File: config.mk
export PLATFORM = sky130hd
export DESIGN_NAME = apb_master
export DESIGN_NICKNAME = d
export VERILOG_FILES = /design/src/rtl/apb_pkg.sv /design/src/rtl/apb_master_timer.sv /design/src/rtl/apb_master.sv
export SDC_FILE = /design/constraint.sdc
export NUM_CORES = 1
export LEC_CHECK = 0
export ABC_AREA = 1
export CAP_MARGIN = 20
export CORE_MARGIN = 1.5
export CORE_UTILIZATION = 36
export DETAILED_ROUTE_END_ITERATION = 8
export GPL_ROUTABILITY_DRIVEN = 0
export PLACE_DENSITY = 0.88
export SYNTH_ARGS = -nofsm -noshare
export SYNTH_HDL_FRONTEND = slang
export SYNTH_SLANG_ARGS = --single-unit
File: constraint.sdc
create_clock -name pclk -period 1.14 [get_ports pclk]
set_input_delay 0.228 -clock pclk [delete_from_list [all_inputs] [get_ports pclk]]
set_output_delay 0.228 -clock pclk [all_outputs]
set_load 0.01 [all_outputs]
File: src/rtl/apb_pkg.sv
// rtl/apb_pkg.sv - shared types and default sizes for the APB master
// Contents: FSM state enum, default address/data widths, default ACCESS wait limit.
package apb_pkg;

  localparam int APB_ADDR_W         = 32;
  localparam int APB_DATA_W         = 32;
  localparam int APB_TIMEOUT_CYCLES = 16;

  typedef enum logic [1:0] {
    ST_IDLE   = 2'd0,
    ST_SETUP  = 2'd1,
    ST_ACCESS = 2'd2
  } apb_state_e;

endpackage

File: src/rtl/apb_master_timer.sv
// rtl/apb_master_timer.sv - clearable saturating wait-cycle counter
// Ports:
//   i_clk   in  1      clock
//   i_rst   in  1      synchronous reset, active-high
//   i_clr   in  1      clear counter to 0 (wins over increment)
//   i_inc   in  1      increment by one, holding at all-ones
//   o_count out CNT_W  current count
module apb_master_timer #(
  parameter int CNT_W = 5
) (
  input  logic             i_clk,
  input  logic             i_rst,
  input  logic             i_clr,
  input  logic             i_inc,
  output logic [CNT_W-1:0] o_count
);

  logic [CNT_W-1:0] r_count;

  always_ff @(posedge i_clk) begin
    if (i_rst || i_clr) begin
      r_count <= '0;
    end else if (i_inc && (r_count != {CNT_W{1'b1}})) begin
      r_count <= r_count + CNT_W'(1);
    end
  end

  assign o_count = r_count;

endmodule

File: src/rtl/apb_master.sv
// rtl/apb_master.sv - APB initiator: single-beat command port to APB SETUP/ACCESS transfers
// Optional feature macro: APB_MASTER_TIMEOUT_EN (ACCESS-phase wait limit with error response).
// Ports:
//   pclk, presetn            clock; synchronous active-high reset
//   cmd_valid/ready/write    command handshake and direction
//   cmd_addr, cmd_wdata      command address and write data
//   rsp_valid, rsp_rdata     one-cycle completion pulse with read data
//   rsp_err                  timeout abort flag (0 without the macro)
//   psel, penable, pwrite    APB control
//   paddr, pwdata            APB address and write data
//   pready, prdata           APB slave ready and read data
module apb_master
  import apb_pkg::*;
#(
  parameter int ADDR_W         = APB_ADDR_W,
  parameter int DATA_W         = APB_DATA_W,
  parameter int TIMEOUT_CYCLES = APB_TIMEOUT_CYCLES
) (
  input  logic              pclk,
  input  logic              presetn,
  input  logic              cmd_valid,
  output logic              cmd_ready,
  input  logic              cmd_write,
  input  logic [ADDR_W-1:0] cmd_addr,
  input  logic [DATA_W-1:0] cmd_wdata,
  output logic              rsp_valid,
  output logic [DATA_W-1:0] rsp_rdata,
  output logic              rsp_err,
  output logic              psel,
  output logic              penable,
  output logic              pwrite,
  output logic [ADDR_W-1:0] paddr,
  output logic [DATA_W-1:0] pwdata,
  input  logic              pready,
  input  logic [DATA_W-1:0] prdata
);

  apb_state_e        r_state;
  apb_state_e        w_next_state;
  logic              w_cmd_ready;
  logic              w_accept;
  logic              w_done;
  logic              w_abort;
  logic              r_pwrite;
  logic [ADDR_W-1:0] r_paddr;
  logic [DATA_W-1:0] r_pwdata;
  logic              r_rsp_valid;
  logic              r_rsp_err;
  logic [DATA_W-1:0] r_rsp_rdata;

  assign w_done   = (r_state == ST_ACCESS) && pready;
  assign w_accept = cmd_valid && w_cmd_ready;

`ifdef APB_MASTER_TIMEOUT_EN
  localparam int CNT_W = $clog2(TIMEOUT_CYCLES + 1);
  logic [CNT_W-1:0] w_wait_cnt;

  // Count holds the number of earlier stalled ACCESS cycles, so the abort
  // fires in the stalled cycle that brings the total to TIMEOUT_CYCLES.
  apb_master_timer #(
    .CNT_W (CNT_W)
  ) u_timer (
    .i_clk   (pclk),
    .i_rst   (presetn),
    .i_clr   (r_state == ST_SETUP),
    .i_inc   ((r_state == ST_ACCESS) && !pready),
    .o_count (w_wait_cnt)
  );

  assign w_abort = (r_state == ST_ACCESS) && !pready &&
                   (w_wait_cnt == CNT_W'(TIMEOUT_CYCLES - 1));
`else
  assign w_abort = 1'b0;
`endif

  // State register
  always_ff @(posedge pclk) begin
    if (presetn) begin
      r_state <= ST_IDLE;
    end else begin
      r_state <= w_next_state;
    end
  end

  // Next-state logic
  always_comb begin
    w_next_state = r_state;
    case (r_state)
      ST_IDLE:   if (cmd_valid) w_next_state = ST_SETUP;
      ST_SETUP:  w_next_state = ST_ACCESS;
      ST_ACCESS: begin
        if (pready) begin
          // A command taken at completion skips IDLE for back-to-back SETUP
          w_next_state = cmd_valid ? ST_SETUP : ST_IDLE;
        end else if (w_abort) begin
          w_next_state = ST_IDLE;
        end
      end
      default:   w_next_state = ST_IDLE;
    endcase
  end

  // FSM outputs
  always_comb begin
    psel        = (r_state != ST_IDLE);
    penable     = (r_state == ST_ACCESS);
    w_cmd_ready = (r_state == ST_IDLE) || w_done;
  end

  // Ready is held low while reset is asserted
  assign cmd_ready = w_cmd_ready && !presetn;

  // Transfer attributes and response registers
  always_ff @(posedge pclk) begin
    if (presetn) begin
      r_pwrite    <= 1'b0;
      r_paddr     <= '0;
      r_pwdata    <= '0;
      r_rsp_valid <= 1'b0;
      r_rsp_err   <= 1'b0;
      r_rsp_rdata <= '0;
    end else begin
      if (w_accept) begin
        r_pwrite <= cmd_write;
        r_paddr  <= cmd_addr;
        r_pwdata <= cmd_wdata;
      end
      r_rsp_valid <= w_done || w_abort;
      r_rsp_err   <= w_abort;
      r_rsp_rdata <= (w_done && !r_pwrite) ? prdata : '0;
    end
  end

  assign pwrite    = r_pwrite;
  assign paddr     = r_paddr;
  assign pwdata    = r_pwdata;
  assign rsp_valid = r_rsp_valid;
  assign rsp_err   = r_rsp_err;
  assign rsp_rdata = r_rsp_rdata;

endmodule

==> metrics.txt <==
status finished with violations; failing checks setup timing; Crit path largest cell delay 0.37 ns; Area growth, synth to finish 81.5%; Port Buffers roughly 200; Synthesized Nets roughly 650; CTS Buffer Depth 2; Design Area, Final a little over 7000 um2; Critical path buffers and inverters 5; CP max-delay cell dfxtp_4; cell taking the most area after synthesis dfxtp_1; pwr/cell area ~1200 nW/um2; Clock transition at path regs around 0.11 ns; HP Class in2reg; # setup viols final 101; Crit. End Element flop; Place WS -0.708 ns; Initial Util ~38%; I/O pin total approximately 200; ANT nets after route 0; first-pass GRT wire length around 21 mm; Worst EP arrival approximately 1.8 ns; Synth top area share approximately half; CTS tree built; fin cells 927; critical path class reg2reg; hold_buf cts 0; synth top area cells dfxtp_1 51%, inv_1 9.7%, nor2_1 9.5%, a21oi_1 8.5%, nand3_1 8.3%; die area approximately 12000 um2; vias per inst 4.69; worst skew pair latency around 0.35 ns; total power between 8 and 9 mW; CP top delay family buffers and inverters; Fin Setup TNS -18.79 ns; register area share after synthesis 50.9%; GR Util All Layers between 20% and 30%; WL/cell ~15 um; crit-path cells buf_6 > a21oi_4 > buf_6 > buf_12 > buf_12 > buf_16 > a21oi_2 > nor2_1; fin crit share 133%; Initial DRC Count around 210; die height around 110 um; largest net degree at the start of global routing between 50 and 60; Max Cap Viol 0; crit-path max FO 7; final WL ~14 mm; Mapped Area roughly 3900 um2; Num CTS Buffers 9; CP Launch Type flop; maximum vdd ir drop between 0.7 and 0.8 mV; grt total ovfl 0; WHS just over 0.2 ns; Final Util 68.2%; Worst Clk Skew 0.0129 ns; crit path time final between 1.5 and 2 ns; Fin. Hold Viols 0; Post-Place Cells slightly below 900; initial antenna violation count 0; Avg Cell Area, Syn between 7 and 8 um2; Final Slew Violations 0; Die W approximately 110 um; setup ws final -0.373 ns; DRC 0; RSZ-0062 raised after global routing true; H-tree depth 3; placed cell area roughly 6200 um2; row count 37; core area 10500 um2; via count of the first global-routing pass approximately 4200; Yosys reg bits 100; Critical Path RT ~1.4 ns; Sink Count 100; maximum operating frequency ~660 MHz; layout cell share with drive strength beyond 1 a little over two fifths; Layout Nets slightly below 900; Synth Instances around 550; Leakage ~3.7 nW; Initial DRT Pass Iterations 4; clk root buf clkbuf_8; diodes inserted 0; DP Wirelength 7.69 mm; yosys warns 0; vias post-DR around 4400; unique cell type count in the Yosys netlist 15
-- registers in the layout, summed over array words and instances (netlist names) --
signal     count
pwdata        32
rsp_valid      1
r_state        2
rsp_rdata     32
pwrite         1
paddr         32
-- where the power goes --
| group | total [mW] | switching, mW | internal, mW |
|---|---|---|---|
| clock | 2.34 | 1.29 | 1.05 |
| sequential | 3.85 | 0.117 | 3.73 |
| combinational | 2.17 | 0.986 | 1.19 |
-- layer usage --
layer	track usage, %	wire [um]	part of all wire, %
met5	0	0	0
met3	4.84	763	5.4
met4	8.65	335	2.4
met1	27.0	5540	39
met2	41.3	7510	53
-- worst reg2reg max path: stages, from the launching register on --
cell	delay, ns
dfxtp_4	0.37
buf_6	0.12
a21oi_4	0.21
buf_6	0.17
buf_12	0.13
buf_12	0.11
buf_16	0.13
a21oi_2	0.07
nor2_1	0.14
-- Yosys cell counts --
cell type	instances
a21oi_1	67
a21oi_4	1
buf_1	5
buf_2	19
buf_4	5
buf_6	3
clkbuf_1	8
conb_1	1
dfxtp_1	100
inv_1	102
inv_2	1
nand2_1	70
nand3_1	65
nand3b_2	1
nor2_1	100
-- final cells by class --
class / count / area, um2
Sequential cell: 100 / 2080
Fill cell: 830 / 3320
Timing Repair Buffer: 267 / 2580
Tap cell: 136 / 170
Clock inverter: 7 / 81.3
Inverter: 103 / 387
Multi-Input combinational cell: 305 / 1720
Clock buffer: 9 / 124
-- cells by family (layout without fill, tap and decap cells) --
family	after synthesis	in the layout	synth area share [%]
other cells	1	1	0.0953
flops	100	100	50.9
simple gates	236	236	24.8
buf+inv	143	386	15.3
compound gates	68	68	8.94
-- layout by cell type, fill, tap and decap left out, types with 3 or more instances in the layout --
cell	count
inv_6	3
clkbuf_8	9
buf_2	94
clkbuf_2	4
buf_16	9
clkdlybuf4s50_1	98
a21oi_1	47
inv_1	98
nor2_2	16
buf_12	20
nand3_2	37
buf_8	7
dfxtp_1	40
inv_2	5
a21oi_4	3
nand2_1	62
nand3_1	26
nor2_1	83
dfxtp_2	59
nand2_2	6
buf_4	19
a21oi_2	18
buf_6	13
-- final timing paths --
check,from,end,slack [ns],depth (start not counted)
worst max-delay path,r_state[1],pwdata[14],-0.37,8
worst min-delay path,cmd_valid,pwdata[22],0.20,3
worst max register to register,r_state[1],pwdata[14],-0.37,8
worst min register to register,paddr[18],paddr[18],0.47,2
-- what timing repair did --
action	4_1_cts	5_1_grt
hold endpoints to repair	0	0
resized for setup	484	121
setup buffers	36	15
pin swaps	22	30
endpoints found under the setup margin	199	128
gates cloned	17	1
Power figures use the tool's default switching activity.
